<file path="config.mk">
export PLATFORM = sky130hd
export DESIGN_NAME = instruction_fetch_buffer
export DESIGN_NICKNAME = d
export VERILOG_FILES = /design/src/rtl/instruction_fetch_buffer.sv
export SDC_FILE = /design/constraint.sdc
export NUM_CORES = 1
export LEC_CHECK = 0
export BUFFER_PORTS_ARGS = -buffer_cell sky130_fd_sc_hd__buf_2
export CAP_MARGIN = 15
export CORE_UTILIZATION = 45
export CTS_CLUSTER_DIAMETER = 80
export CTS_CLUSTER_SIZE = 16
export DETAILED_ROUTE_END_ITERATION = 6
export HOLD_SLACK_MARGIN = 0.1
export PLACE_DENSITY_LB_ADDON = 0.3
export SYNTH_ARGS = -nofsm -noshare
export SYNTH_HDL_FRONTEND = slang
export SYNTH_SLANG_ARGS = --single-unit
</file>
<file path="constraint.sdc">
create_clock -name i_clk -period 6 [get_ports i_clk]
set_input_delay 0.3 -clock i_clk [delete_from_list [all_inputs] [get_ports i_clk]]
set_output_delay 0.3 -clock i_clk [all_outputs]
set_load 0.03 [all_outputs]
</file>
<file path="src/rtl/instruction_fetch_buffer.sv">
// Fetch stage for the single-cycle datapath: owns the fetch PC, issues word reads
// to a variable-latency instruction memory (req/gnt + in-order rvalid) and buffers
// the returned words in a DEPTH-entry prefetch FIFO presented to decode as
// {pc, instruction} over valid/ready. Supports redirect (flush + discard of
// in-flight responses) and halt.
// Optional feature: define IFETCH_MISALIGN_TRAP_EN to add o_misalign, which traps
// a redirect to a non-word-aligned address by entering HALT until an aligned redirect.
module instruction_fetch_buffer #(
   parameter logic [31:0] RESET_PC = 32'h0000_0000,
   parameter int unsigned DEPTH    = 4
) (
   input  logic        i_clk,
   input  logic        i_arstn,
   output logic        o_memReq,
   output logic [31:0] o_memAddr,
   input  logic        i_memGnt,
   input  logic        i_memRvalid,
   input  logic [31:0] i_memRdata,
   output logic        o_valid,
   output logic [31:0] o_instruction,
   output logic [31:0] o_pc,
   input  logic        i_ready,
   input  logic        i_redirect,
   input  logic [31:0] i_redirectPc,
`ifdef IFETCH_MISALIGN_TRAP_EN
   output logic        o_misalign,
`endif
   input  logic        i_halt
);

   localparam int unsigned PW = $clog2(DEPTH);
   localparam int unsigned CW = PW + 1;
   localparam int unsigned SW = CW + 2;

   typedef enum logic [1:0] {
      BOOT  = 2'd0,
      FETCH = 2'd1,
      HALT  = 2'd2
   } fetchState_e;

   fetchState_e   state_q, state_d;
   logic [31:0]   fetchPc_q, fetchPc_d;
   logic [31:0]   tailPc_q, tailPc_d;
   logic [CW-1:0] count_q, count_d;
   logic [CW-1:0] outstanding_q, outstanding_d;
   logic [CW-1:0] discard_q, discard_d;
   logic [PW-1:0] rdPtr_q, rdPtr_d;
   logic [PW-1:0] wrPtr_q, wrPtr_d;
   logic [31:0]   memPc_q    [DEPTH];
   logic [31:0]   memInstr_q [DEPTH];

   logic          redirectEff;
   logic          memReq;
   logic          grant;
   logic          rspAccepted;
   logic          push;
   logic          pop;
   logic          headValid;
   logic [SW-1:0] creditSum;
   logic [SW-1:0] inFlight;
   logic [31:0]   redirectPcAligned;

`ifdef IFETCH_MISALIGN_TRAP_EN
   logic          misalign_q, misalign_d;
   logic          redirectMisaligned;

   assign redirectMisaligned = |i_redirectPc[1:0];
   assign o_misalign         = misalign_q;
`endif

   // A redirect arriving while still in BOOT is ignored entirely.
   assign redirectEff       = i_redirect && (state_q != BOOT);
   assign redirectPcAligned = i_redirectPc & 32'hFFFF_FFFC;

   // Every request must have a guaranteed FIFO slot: entries already buffered,
   // responses still owed to the FIFO and stale responses still to be dropped
   // all consume credit.
   assign creditSum   = SW'(count_q) + SW'(outstanding_q) + SW'(discard_q);
   assign inFlight    = SW'(outstanding_q) + SW'(discard_q);
   assign memReq      = (state_q == FETCH) && !i_redirect && (creditSum < SW'(DEPTH));
   assign grant       = memReq && i_memGnt;
   assign rspAccepted = i_memRvalid && (inFlight != '0);
   assign push        = rspAccepted && !redirectEff && (discard_q == '0);
   assign headValid   = (count_q != '0);
   assign pop         = headValid && i_ready;

   assign o_memReq      = memReq;
   assign o_memAddr     = fetchPc_q;
   assign o_valid       = headValid;
   assign o_pc          = headValid ? memPc_q[rdPtr_q]    : 32'h0;
   assign o_instruction = headValid ? memInstr_q[rdPtr_q] : 32'h0;

   // Next-state logic for the BOOT/FETCH/HALT controller (and misalign trap).
   always_comb begin
      state_d = state_q;
`ifdef IFETCH_MISALIGN_TRAP_EN
      misalign_d = misalign_q;
`endif
      case (state_q)
         BOOT:    state_d = FETCH;
         FETCH:   if (i_halt) state_d = HALT;
`ifdef IFETCH_MISALIGN_TRAP_EN
         HALT:    if (!i_halt && !misalign_q) state_d = FETCH;
`else
         HALT:    if (!i_halt) state_d = FETCH;
`endif
         default: state_d = BOOT;
      endcase
`ifdef IFETCH_MISALIGN_TRAP_EN
      if (redirectEff) begin
         if (redirectMisaligned) begin
            misalign_d = 1'b1;
            state_d    = HALT;
         end else begin
            misalign_d = 1'b0;
            state_d    = i_halt ? HALT : FETCH;
         end
      end
`endif
   end

   // Fetch PC, FIFO pointers and the three credit counters. A redirect flushes
   // the FIFO and turns everything still in flight into stale responses; an
   // rvalid landing on the redirect cycle retires one of those immediately.
   always_comb begin
      fetchPc_d     = fetchPc_q;
      tailPc_d      = tailPc_q;
      count_d       = count_q;
      outstanding_d = outstanding_q;
      discard_d     = discard_q;
      rdPtr_d       = rdPtr_q;
      wrPtr_d       = wrPtr_q;
      if (redirectEff) begin
         fetchPc_d     = redirectPcAligned;
         tailPc_d      = redirectPcAligned;
         count_d       = '0;
         outstanding_d = '0;
         rdPtr_d       = '0;
         wrPtr_d       = '0;
         discard_d     = rspAccepted ? CW'(inFlight - SW'(1)) : CW'(inFlight);
      end else begin
         if (grant) begin
            fetchPc_d = fetchPc_q + 32'd4;
         end
         outstanding_d = outstanding_q + CW'(grant) - CW'(push);
         if (rspAccepted && (discard_q != '0)) begin
            discard_d = discard_q - CW'(1);
         end
         if (push) begin
            wrPtr_d  = wrPtr_q + PW'(1);
            tailPc_d = tailPc_q + 32'd4;
         end
         if (pop) begin
            rdPtr_d = rdPtr_q + PW'(1);
         end
         count_d = count_q + CW'(push) - CW'(pop);
      end
   end

   // Control state register with asynchronous reset back to BOOT at RESET_PC.
   always_ff @(posedge i_clk or negedge i_arstn) begin
      if (!i_arstn) begin
         state_q       <= BOOT;
         fetchPc_q     <= RESET_PC;
         tailPc_q      <= RESET_PC;
         count_q       <= '0;
         outstanding_q <= '0;
         discard_q     <= '0;
         rdPtr_q       <= '0;
         wrPtr_q       <= '0;
`ifdef IFETCH_MISALIGN_TRAP_EN
         misalign_q    <= 1'b0;
`endif
      end else begin
         state_q       <= state_d;
         fetchPc_q     <= fetchPc_d;
         tailPc_q      <= tailPc_d;
         count_q       <= count_d;
         outstanding_q <= outstanding_d;
         discard_q     <= discard_d;
         rdPtr_q       <= rdPtr_d;
         wrPtr_q       <= wrPtr_d;
`ifdef IFETCH_MISALIGN_TRAP_EN
         misalign_q    <= misalign_d;
`endif
      end
   end

   // FIFO storage; contents need no reset because the head is masked while empty.
   always_ff @(posedge i_clk) begin
      if (push) begin
         memPc_q[wrPtr_q]    <= tailPc_q;
         memInstr_q[wrPtr_q] <= i_memRdata;
      end
   end

endmodule

</file>
# Word-level counts from Yosys, hierarchy flattened
# Memory sizes are Yosys's and may differ from the RTL's.
# Index checks and enable logic that the tools add are counted.
# classes
add_sub_neg	13
magnitude_cmp	1
n_eq_ne	4
mux	20
n_reduce_logical	22
# op_table
operator	count
32-bit two-way mux	6
32-bit by 3-bit adder with 32-bit output, second input constant	2
3-bit two-way mux	5
2-bit two-way mux	6
2-bit nonzero test	5
1-bit logical AND	9
3-bit by 3-bit adder with 4-bit output	2
3-bit by 1-bit adder with 3-bit output	2
2-bit one-hot mux with 3 select lines	1
3-bit nonzero test	2
3-bit by 1-bit subtractor with 3-bit output	2
3-bit by 1-bit subtractor with 3-bit output, second input constant	2
4-bit by 3-bit adder with 5-bit output	1
5-bit by 3-bit less-than comparator with 1-bit output, second input constant	1
5-bit nonzero test	1
2-bit by 1-bit adder with 2-bit output, second input constant	2
2-bit inequality test, second input constant	2
3-bit zero test	1
2-bit by 1-bit equality test with 1-bit output, second input constant	1
2-bit equality test, second input constant	1
1-bit zero test	2
2-bit zero test	1
1-bit two-way mux	2
2-bit AND reduction	1
# totals
register_bits	79
ramBits	256
out_inout_bits	98
elab_cells	70
memories	2
# mem_list
name	depth	width	rd	rd_ports_with_merged_regs	wr	line	source
memInstr_q	4	32	1	0	1	50	logic [31:0] memInstr_q [DEPTH];
memPc_q	4	32	1	0	1	49	logic [31:0] memPc_q [DEPTH];

# Longest topological paths before layout
# Gate-level depths: netlist (run 1).
# depth
ltp_word	8
mapped_depth	17

# Least setup slack after synthesis (run 1)
# Ideal clock, no wire load.
# synth_path
kind	flip-flop to flip-flop
startpoint	register discard_q[0]
endpoint	memory memInstr_q[0][0], enable pin
setup_ps	426
arrival_ps	3772
required_ps	5574
slack_ps	1801
path_stages_with_launch	11
n_path_buf	0
period_less_slack_ps	4199
path_cell_list	dfrtp_1 ha_1 fa_1 inv_1 ha_1 or4b_1 o211ai_1 nor2_1 nand2_1 inv_1 and2_1
# synth_between
elab_chain_len	7
word_cells_on_any_way	8
classes_between	1 x add/sub; 2 x mux; 5 x reduce/logical
# synth_rtl
item	line	source
from (decl)	46	logic [CW-1:0] discard_q, discard_d;
from (signal assigned)	180	discard_q <= discard_d;
3-bit by 3-bit adder with 4-bit output	79	assign inFlight = SW'(outstanding_q) + SW'(discard_q);
5-bit nonzero test	82	assign rspAccepted = i_memRvalid && (inFlight != '0);
1-bit logical AND	82	
1-bit logical AND	83	assign push = rspAccepted && !redirectEff && (discard_q == '0);
1-bit logical AND (*)	83	
1-bit two-way mux (*)	191	if (push) begin
1-bit two-way mux (not written as such) (*)	193	memInstr_q[wrPtr_q] <= i_memRdata;
to (decl)	50	
# Mark *: on every way between the ends. The rest lies on a longest branch, timed or not.

# Worst setup path in the final report (run 1)
# layout_path
startpoint	register outstanding_q[1]
endpoint	register outstanding_q[2]
# layout_between
elab_chain_len	8
word_cells_on_any_way	13
classes_between	5 x add/sub; 1 x order compare; 1 x mux; 6 x reduce/logical
# layout_rtl
item	line	source
from (decl)	45	logic [CW-1:0] outstanding_q, outstanding_d;
from (signal assigned)	179	outstanding_q <= outstanding_d;
3-bit by 3-bit adder with 4-bit output	78	assign creditSum = SW'(count_q) + SW'(outstanding_q) + SW'(discard_q);
4-bit by 3-bit adder with 5-bit output	78	
5-bit by 3-bit less-than comparator with 1-bit output	80	assign memReq = (state_q == FETCH) && !i_redirect && (creditSum < SW'(DEPTH));
1-bit logical AND	80	
1-bit logical AND	81	assign grant = memReq && i_memGnt;
3-bit by 1-bit adder with 3-bit output	145	outstanding_d = outstanding_q + CW'(grant) - CW'(push);
3-bit by 1-bit subtractor with 3-bit output (*)	145	
3-bit two-way mux (*)	133	if (redirectEff) begin
net outstanding_d[2]	45	
# The timed path passes the listed nets; every way through them passes the cells marked *.
# A chain may end at the register's enable or synchronous reset.

==> results of run 1 <==
==> path summary, 6_finish.rpt <==
| path | slack, ns | endpoint | from | cells past startpoint |
|---|---|---|---|---|
| worst max register to register | 1.67 | outstanding_q[2]$_DFF_PN0_ | outstanding_q[1]$_DFF_PN0_ | 16 |
| worst min-delay path | 0.11 | o_memAddr[4]$_DFFE_PN0P_ | i_redirectPc[4] | 3 |
| min in group asynchronous | 0.54 | o_memAddr[8]$_DFFE_PN0P_ | i_arstn | 3 |
| worst max-delay path | 1.67 | outstanding_q[2]$_DFF_PN0_ | outstanding_q[1]$_DFF_PN0_ | 16 |
| worst min register to register | 0.54 | rdPtr_q[1]$_DFFE_PN0P_ | rdPtr_q[1]$_DFFE_PN0P_ | 2 |
| max in group asynchronous | 4.71 | rdPtr_q[0]$_DFFE_PN0P_ | i_arstn | 3 |
==> placed cells by master, fill, tap and decap left out, types with 30 or more instances in the layout <==
cell / netlist / final
and2_1: 73 / 69
buf_2: 0 / 162
dfrtp_1: 75 / 73
dlygate4sd3_1: 0 / 62
edfxtp_1: 248 / 248
inv_1: 33 / 33
mux4_2: 62 / 62
nand2_1: 45 / 45
nand3_1: 43 / 43
nor2_1: 45 / 45
xnor2_1: 30 / 30
==> cells by family (layout without fill, tap and decap cells) <==
group | after synthesis | in the layout | synth area share (%)
other | 1 | 4 | 0.0269
AO/OA/AOI/OAI | 98 | 98 | 4.40
flip-flops | 323 | 323 | 66.8
multiplexers | 66 | 66 | 10.3
XOR/XNOR | 32 | 32 | 2.01
buffers and inverters | 75 | 303 | 2.18
AND/OR/NAND/NOR | 301 | 301 | 11.8
adder cells (fa/ha/maj) | 24 | 24 | 2.47
==> metal layers <==
layer  part of all wire [%]  routed length [um]  up-vias
met1                     45               13300     4248
met4                    1.2                 363        0
met5                      0                   0        -
met3                    5.5                1610       24
met2                     48               14100      228
li1                       -                   -     3968
==> stage by stage <==
| stage | power (mW) | hold slack (ns) |
|---|---|---|
| floorplan | 5.43 | 0.00441 |
| global placement | 6.28 | 0.507 |
| detailed placement | 6.34 | 0.516 |
| CTS | 7.86 | 0.101 |
| global route | 8.28 | 0.137 |
| finish | 7.78 | 0.105 |
==> layout make-up <==
cell class | count | area share, %
flip-flops and latches | 323 | 56.5
multi-input cells | 525 | 26.4
repair buffers | 237 | 9.33
clock buffers | 31 | 3.92
well taps | 396 | 3.00
inverters | 33 | 0.750
clock inverters | 2 | 0.0985
==> worst max-delay path, delay by kind of cell (launching register included) <==
| family | cells | cell delay, ns |
|---|---|---|
| flops | 1 | 0.45 |
| simple gates | 4 | 1.07 |
| xor+xnor | 2 | 0.33 |
| fa+ha+maj | 5 | 1.71 |
| buf+inv | 4 | 0.29 |
| compound gates | 1 | 0.33 |
==> sequential cells by signal, summed over array words and instances, names as in the netlist, 3 cells and up <==
| register | count |
|---|---|
| memInstr_q | 128 |
| memPc_q | 120 |
| o_memAddr | 30 |
| tailPc_q | 30 |
| count_q | 3 |
| discard_q | 3 |
| outstanding_q | 3 |
==> power by group <==
| group | switching, mW | internal, mW |
|---|---|---|
| registers | 0.495 | 2.84 |
| logic | 1.84 | 1.13 |
| clock network | 0.716 | 0.755 |
==> cell usage after synthesis (11+ instances only) <==
| cell | number |
|---|---|
| o211ai_1 | 11 |
| or4_1 | 15 |
| nand3_1 | 43 |
| ha_1 | 18 |
| or3_1 | 18 |
| nand2_1 | 45 |
| o21ai_0 | 20 |
| clkbuf_1 | 30 |
| xnor2_1 | 30 |
| nor2_1 | 45 |
| inv_1 | 33 |
| edfxtp_1 | 248 |
| a31oi_1 | 18 |
| and2_1 | 73 |
| mux4_2 | 62 |
| nand4_1 | 14 |
| nor4_1 | 17 |
| a21oi_1 | 29 |
| dfrtp_1 | 75 |
| nor3_1 | 12 |
==> out/metrics.yaml, run 1 <==
power.density_nw_per_um2: 471
post-cts-setup-buffers: 0
dpl.hpwl_um: 18200
busiest_layer: "met2"
initial_core_util_pct: 45.6
core_area_sq_um: 30600
wire_per_inst_um: 18.9
syn-instance-count: 920
drc: 0
met3_usage_pct: 2.73
period_minus_slack_ns: 4.33
clk_pin_slew_ns: 0.07
clock_sinks: 323
relSlewSlack_pct: 34.0
dp_slack_ns: 1.72
postSynthAreaPerCell_sq_um: 15.2
gr-usage-met2_pct: 31.2
cts_resized: 0
die_y_um: 178
maxCapViolations: 0
die_w_um: 178
synthArstFlopShare_pct: 23.2
cts_max_level: 1
syn_area_sq_um: 14000
tightest_slew_ns: 0.991
fp-row-count: 64
ys_ff_latch: 323
grt_pass1_vias: 8457
fin_nets: 1239
fmax_mhz: 231
synth_edf_count: 248
boundaryPins: 169
synth-main-ff-cell: "edfxtp_1"
yosys.area.top_type: "edfxtp_1"
grt_max_degree: 93
vias_per_cell: 5.47
crit_slowest_cell: "nor4b_1"
critPathMaxFanout: 7
cts-root-buf: "clkbuf_16"
finalNonFillerCells: 1547
clkLatencyLatePin_ns: 0.53
yosysTopAreaCellShare_pct: 53.4
dpl-instance-area_sq_um: 15200
post-route-cell-area_sq_um: 16500
crit_type: "register to register"
numCtsBuffers: 24
synth.distinct_cells: 53
crit_top_cell: "inv_1"
antenna_found_initial: 0
crit_path_end_kind: "register"
fin_util_pct: 54.0
ir_drop_mv: 0.412
finalSetupViolCount: 0
first_iter_violations: 495
rsz0062_at_grt: "no"
overflow: 0
antenna_left: 0
diodes: 0
dp.cells: 1452
crit_chain: "inv_1 > fa_1 > nor2_1 > fa_1 > nor4b_1 > o21a_1 > and2_1 > inv_1 > ha_1 > inv_1 > ha_1 > inv_1 > fa_1 > xnor2_1 > xnor2_1 > nor2_1"
finalWorstSetupSlack_ns: 1.67
synth.area.top_cells: "edfxtp_1 (53%), dfrtp_1 (13%), mux4_2 (10%)"
routabilityCongestion: 0.806
slew_viol_final: 0
regArea_sq_um: 9330
track_usage_pct: 19.0
hold_path_class: "primary input to register"
finalHoldViolCount: 0
critPathRequiredTime_ns: 6.39
cts_max_path_buffers: 3
fin_setup_tns_ns: 0
dr.pass1.iters: 5
cts_hold_buf: 62
power_leakage_nw: 5.89
fin_crit_sh_pct: 72.1
portBuffers: 162
critPathLaunchType: "register"
vias: 8468
cts_tree: "done"
outcome: "completed"
die_area_sq_um: 31700
max_stage_delay_ns: 0.63
fillers: 2490
multi_input_area_sq_um: 4360
yosys_warnings: 0
grt_pass1_wl_um: 46400
syn_to_final_growth_pct: 18.3
gr-usage-met1_pct: 27.2
drive_gt1_share_pct: 24.5
clock_skew_ns: 0.0187
yosysSeqAreaShare_pct: 66.8
cp.arrival_ns: 4.71
drt_wl_total_um: 29300
Note: power is estimated with default switching activity, not from simulation.
==> inputs of run 2 (changes only) <==
clock period = 3.7 ns   (was 6 ns; I/O delays follow)
==> run 2 against run 1 <==
Via count rose by 1.4%. Clock power increased by 68%. Register-to-register slack worse by 1.6 ns. Design area up 1.7%. Flip-flop and latch count stayed put. Clock skew shrank 0.012 ns. Global-route usage is essentially flat. Die area did not move. Routed wire length up 1.3%. Sequential share of layout area is 0.92 points lower. Clock-buffer cell count decreased by 1. Power up 66%. Critical path type unchanged. Critical endpoint unchanged. Highest routed layer unchanged.
==> out/metrics.yaml, run 2 (synthesis gave the netlist of run 1 again) <==
first_iter_violations: 623  # +26%
layout_common_cells: "edfxtp_1 (248), buf_2 (162), dfrtp_1 (73)"
dr.pass1.iters: 5  # unchanged
cts_tree: "done"
rr_worst_depth: 16  # unchanged
syn_to_final_growth_pct: 20.3
tightest_slew_ns: 0.965  # -0.0254 ns
antenna_found_initial: 0  # unchanged
fin_nets: 1255  # +1.3%
post-route-cell-area_sq_um: 16800  # +1.7%
critPathMaxFanout: 3  # -4
portBuffers: 162  # unchanged
reg_top3: "memInstr_q: 128 flops, memPc_q: 120 flops"
die_area_sq_um: 31700  # unchanged
core_area_sq_um: 30600  # unchanged
dpl-instance-area_sq_um: 15400  # +1.0%
dp.cells: 1464  # +0.83%
diodes: 0  # unchanged
cp.arrival_ns: 4.02  # -0.69 ns
holdPathStages: 4  # +1
boundaryPins: 169  # unchanged
crit_slowest_cell: "fa_1"
wire_per_inst_um: 19.0  # +0.29%
regMostFlops: "memInstr_q"
dpl.hpwl_um: 18700  # +2.4%
fin_crit_sh_pct: 97.8  # +26 points
overflow: 0  # unchanged
max_stage_delay_ns: 0.59  # -0.04 ns
die_w_um: 178  # unchanged
cts_max_path_buffers: 3  # unchanged
numCtsBuffers: 24  # unchanged
outcome: "completed"
regArea_sq_um: 9330  # unchanged
power.density_nw_per_um2: 769  # +63%
crit_chain: "inv_2 > fa_1 > nor2_2 > fa_1 > nor4b_4 > o21a_1 > and2_4 > inv_2 > ha_4 > inv_2 > ha_4 > inv_2 > fa_2 > xnor2_2 > xnor2_1 > nor2_1"
clock_sinks: 323  # unchanged
timing.hold.ws_ns: 0.184  # +0.0789 ns
fillers: 2511  # +0.84%
fp-row-count: 64  # unchanged
finalNonFillerCells: 1563  # +1.0%
crit_path_end_kind: "register"
critPathLaunchType: "register"
fin_util_pct: 54.9  # +0.90 points
drt_wl_total_um: 29700  # +1.3%
drive_gt1_share_pct: 26.3  # +1.8 points
antenna_left: 0  # unchanged
cts_max_level: 1  # unchanged
clkLatencyLatePin_ns: 0.53  # about the same
routabilityCongestion: 0.847  # +5.1%
finalHoldViolCount: 0  # unchanged
largest_register_ffs: 128  # unchanged
multi_input_area_sq_um: 4410  # +1.2%
clk_pin_slew_ns: 0.07  # about the same
ir_drop_mv: 0.559  # +35%
grt_pass1_wl_um: 46400  # -0.11%
fmax_mhz: 276  # +20%
period_minus_slack_ns: 3.62  # -0.707 ns
crit_top_cell: "inv_2"
finalSetupViolCount: 0  # unchanged
grt_pass1_vias: 8503  # +0.54%
slew_viol_final: 0  # unchanged
critPathRequiredTime_ns: 4.11  # -2.28 ns
die_y_um: 178  # unchanged
grt_max_degree: 93  # unchanged
initial_core_util_pct: 45.6  # unchanged
clock_skew_ns: 0.00713  # -0.0115 ns
final_common_cell: "edfxtp_1"
vias_per_cell: 5.49  # +0.34%
relSlewSlack_pct: 35.7  # +1.7 points
cts-root-buf: "clkbuf_16"
hold_path_class: "primary input to register"
power_leakage_nw: 6.01  # +2.0%
drc: 0  # unchanged
track_usage_pct: 19.0  # about the same
rsz0062_at_grt: "yes"
vias: 8585  # +1.4%
maxCapViolations: 0  # unchanged
crit_type: "register to register"
run 2: cell types whose count changed in the layout (fill, tap and decap cells not counted), sizes merged:
cell,delta
dlygate4sd3,+2
clkbuf,-1
buf,+14
bufinv,+1
run 2: cell type report:
| class | instances | share of cell area [%] |
|---|---|---|
| sequential | 323 | 55.6 |
| multi-input combinational | 525 | 26.3 |
| timing repair buffer | 253 | 10.3 |
| clock buffer | 30 | 3.84 |
| tap | 396 | 2.95 |
| inverter | 33 | 0.738 |
| clock inverter | 3 | 0.313 |
run 2: layer usage:
layer  share of wire, %  vias to the layer above  wire [um]  GRT usage, %
li1                   -                     3994          -             -
met1                 45                     4286      13400          27.0
met2                 47                      260      14100          31.4
met3                5.7                       45       1700          2.41
met4                1.9                        0        574          3.99
met5                  0                        -          0             0
run 2: worst max-delay path: cells and delay by family, from the launching register on:
kind | cells | cell delay (ns)
buffers and inverters | 4 | 0.21
XOR/XNOR | 2 | 0.30
AND/OR/NAND/NOR | 4 | 0.55
AO/OA/AOI/OAI | 1 | 0.18
flip-flops | 1 | 0.41
adder cells (fa/ha/maj) | 5 | 1.84
run 2: what timing repair did:
item,CTS,global route
hold buffers,64,0
setup buffers,0,2
setup endpoints to repair,0,1
resized for setup,0,13
endpoints found under the hold margin,228,0
run 2: metrics by stage:
step	power (mW)	worst slack [ns]	TNS, ns
5_1_grt	13.7	-0.0998	-0.0998
2_1_floorplan	8.81	0.0182	0
3_3_place_gp	10.3	0.138	0
3_5_place_dp	10.4	0.0730	0
6_report	12.9	0.0812	0
4_1_cts	13.0	0.0406	0
run 2: path summary, 6_finish.rpt:
check / start / slack [ns] / to
max in group asynchronous: i_arstn / 2.62 / rdPtr_q[0]$_DFFE_PN0P_
hold reg to reg: o_memAddr[31]$_DFFE_PN0P_ / 0.59 / o_memAddr[31]$_DFFE_PN0P_
min in group asynchronous: i_arstn / 0.33 / o_memAddr[9]$_DFFE_PN0P_
setup reg to reg: discard_q[1]$_DFFE_PN0P_ / 0.08 / outstanding_q[2]$_DFF_PN0_
hold / removal: i_ready / 0.18 / rdPtr_q[0]$_DFFE_PN0P_
setup / recovery: discard_q[1]$_DFFE_PN0P_ / 0.08 / outstanding_q[2]$_DFF_PN0_
run 2: report_power, final:
part	switching, mW	internal, mW	total [mW]
Clock	1.18	1.29	2.47
Sequential	0.766	4.61	5.37
Combinational	3.08	1.99	5.07
Total	5.02	7.89	12.9
==> inputs of run 3 (changes only) <==
CORE_UTILIZATION = 47   (was 45)
==> run 3 against run 2 <==
Maximum frequency up 2.0%. Largest power group unchanged. Non-clock buffer count down 3. Utilization up 2.8 points. Largest cell class unchanged. Design area down 0.62%. Hold slack worse by 0.043 ns. Clock power about the same. Combinational power about the same. Sequential share of layout area up 0.35 points. Routed wire length down 0.85%.
==> out/metrics.yaml, run 3 (synthesis gave the netlist of run 1 again) <==
finalWorstSetupSlack_ns: 0.152  # +0.0704 ns
critPathMaxFanout: 3  # unchanged
clock_skew_ns: 0.0143  # +0.00720 ns
hold_path_class: "primary input to register"
die_w_um: 174  # -2.1%
finalNonFillerCells: 1547  # -1.0%
regArea_sq_um: 9330  # unchanged
fmax_mhz: 282  # +2.0%
fin_setup_tns_ns: 0  # unchanged
cp.arrival_ns: 3.95  # -0.07 ns
core_area_sq_um: 28900  # -5.4%
grt_pass1_vias: 8696  # +2.3%
dp.cells: 1444  # -1.4%
drc: 0  # unchanged
rr_worst_depth: 16  # unchanged
final_common_cell: "edfxtp_1"
outcome: "completed"
reg2reg_slack_ns: 0.15  # +0.07 ns
cts_max_path_buffers: 3  # unchanged
die_area_sq_um: 30400  # -4.2%
cts_max_level: 1  # unchanged
multi_input_area_sq_um: 4410  # about the same
tightest_slew_ns: 1.00  # +0.0349 ns
die_y_um: 174  # -2.1%
drive_gt1_share_pct: 26.2  # -0.081 points
track_usage_pct: 19.7  # +0.69 points
clk_pin_slew_ns: 0.08  # about the same
dpl-instance-area_sq_um: 15300  # -0.78%
maxCapViolations: 0  # unchanged
first_iter_violations: 588  # -5.6%
path_buf_inv: 4  # unchanged
largest_register_ffs: 128  # unchanged
initial_core_util_pct: 48.2  # +2.6 points
fp-row-count: 62  # -3.1%
ir_drop_mv: 0.685  # +23%
dp_slack_ns: 0.0835  # +0.0104 ns
finalHoldViolCount: 0  # unchanged
critPathRequiredTime_ns: 4.10  # about the same
power_leakage_nw: 5.97  # -0.57%
post-route-cell-area_sq_um: 16700  # -0.62%
critPathLaunchType: "register"
clock_sinks: 323  # unchanged
path_delay_family: "adder cells"
fillers: 2309  # -8.0%
crit_top_cell: "inv_1"
reg_top3: "memInstr_q: 128 flops, memPc_q: 120 flops"
overflow: 0  # unchanged
antenna_left: 0  # unchanged
holdPathEnd: "rdPtr_q[0]$_DFFE_PN0P_"
dpl.hpwl_um: 18100  # -3.2%
holdPathStages: 4  # unchanged
antenna_found_initial: 0  # unchanged
power.density_nw_per_um2: 776  # +0.86%
boundaryPins: 169  # unchanged
wire_per_inst_um: 19.0  # +0.17%
finalSetupViolCount: 0  # unchanged
crit_type: "register to register"
crit_path_end_kind: "register"
vias: 8618  # +0.38%
slew_viol_final: 0  # unchanged
cts-root-buf: "clkbuf_16"
syn_to_final_growth_pct: 19.5
cts_tree: "done"
power.total_mw: 12.9  # +0.24%
diodes: 0  # unchanged
fin_util_pct: 57.7  # +2.8 points
numCtsBuffers: 24  # unchanged
fin_nets: 1252  # -0.24%
vias_per_cell: 5.57  # +1.4%
drt_wl_total_um: 29400  # -0.85%
crit_slowest_cell: "fa_1"
regToRegEndpoint: "outstanding_q[2]$_DFF_PN0_"
crit_chain: "inv_2 > fa_1 > nor2_2 > fa_1 > nor4b_4 > o21a_1 > and2_4 > inv_1 > ha_1 > inv_1 > ha_1 > inv_1 > fa_2 > xnor2_2 > xnor2_1 > nor2_1"
timing.hold.ws_ns: 0.141  # -0.0427 ns
max_stage_delay_ns: 0.57  # -0.02 ns
relSlewSlack_pct: 33.3  # -2.3 points
worstHoldStart: "i_ready"
regMostFlops: "memInstr_q"
fin_crit_sh_pct: 95.9  # -1.9 points
r2r-start: "discard_q[1]$_DFFE_PN0P_"
grt_pass1_wl_um: 47200  # +1.7%
clkLatencyLatePin_ns: 0.53  # about the same
layout_common_cells: "edfxtp_1 (248), buf_2 (162), dfrtp_1 (73)"
routabilityCongestion: 0.805  # -5.0%
portBuffers: 162  # unchanged
dr.pass1.iters: 6  # +1
grt_max_degree: 93  # unchanged
period_minus_slack_ns: 3.55  # -0.0704 ns
run 3: area by class of cell:
| type | instances | area share (%) |
|---|---|---|
| repair buffers | 250 | 9.93 |
| clock inverters | 3 | 0.330 |
| multi-input cells | 525 | 26.4 |
| inverters | 33 | 0.742 |
| flip-flops and latches | 323 | 55.9 |
| well taps | 384 | 2.88 |
| clock buffers | 29 | 3.77 |
run 3: what timing repair did:
item / 4_1_cts / 5_1_grt
hold buffers: 64 / 0
endpoints found under the hold margin: 265 / 0
resized for setup: 0 / 13
endpoints found under the setup margin: 0 / 2
buffers inserted: 0 / 7
run 3: worst reg2reg max path: cells and delay by family, from the launching register on:
kind                     cells  cell delay [ns]
AO/OA/AOI/OAI                1             0.18
buffers and inverters        4             0.21
XOR/XNOR                     2             0.30
adder cells (fa/ha/maj)      5             1.81
flip-flops                   1             0.41
AND/OR/NAND/NOR              4             0.52
run 3: worst max path at each step:
stage                                     from                          to  slack (ns)  cells after the start
floorplan           outstanding_q[1]$_DFF_PN0_  outstanding_q[2]$_DFF_PN0_        0.02                     16
global placement          count_q[1]$_DFF_PN0_  outstanding_q[2]$_DFF_PN0_        0.15                     16
detailed placement        count_q[1]$_DFF_PN0_  outstanding_q[2]$_DFF_PN0_        0.08                     16
CTS                       count_q[1]$_DFF_PN0_  outstanding_q[2]$_DFF_PN0_        0.05                     16
global route          discard_q[1]$_DFFE_PN0P_  outstanding_q[2]$_DFF_PN0_      -0.006                     16
finish                discard_q[1]$_DFFE_PN0P_  outstanding_q[2]$_DFF_PN0_        0.15                     16
run 3: per-layer routing:
layer / vias to the layer above / wire length [um] / global-route usage, %
li1: 4005 / - / -
met1: 4318 / 13200 / 28.3
met2: 256 / 14200 / 32.4
met3: 39 / 1480 / 2.45
met4: 0 / 558 / 4.20
met5: - / 0 / 0
run 3: where the power goes:
group	switching (mW)	internal, mW	leakage, nW	total [mW]
logic	3.06	2.02	2.55	5.08
clock network	1.18	1.27	0.333	2.45
registers	0.807	4.61	3.09	5.42
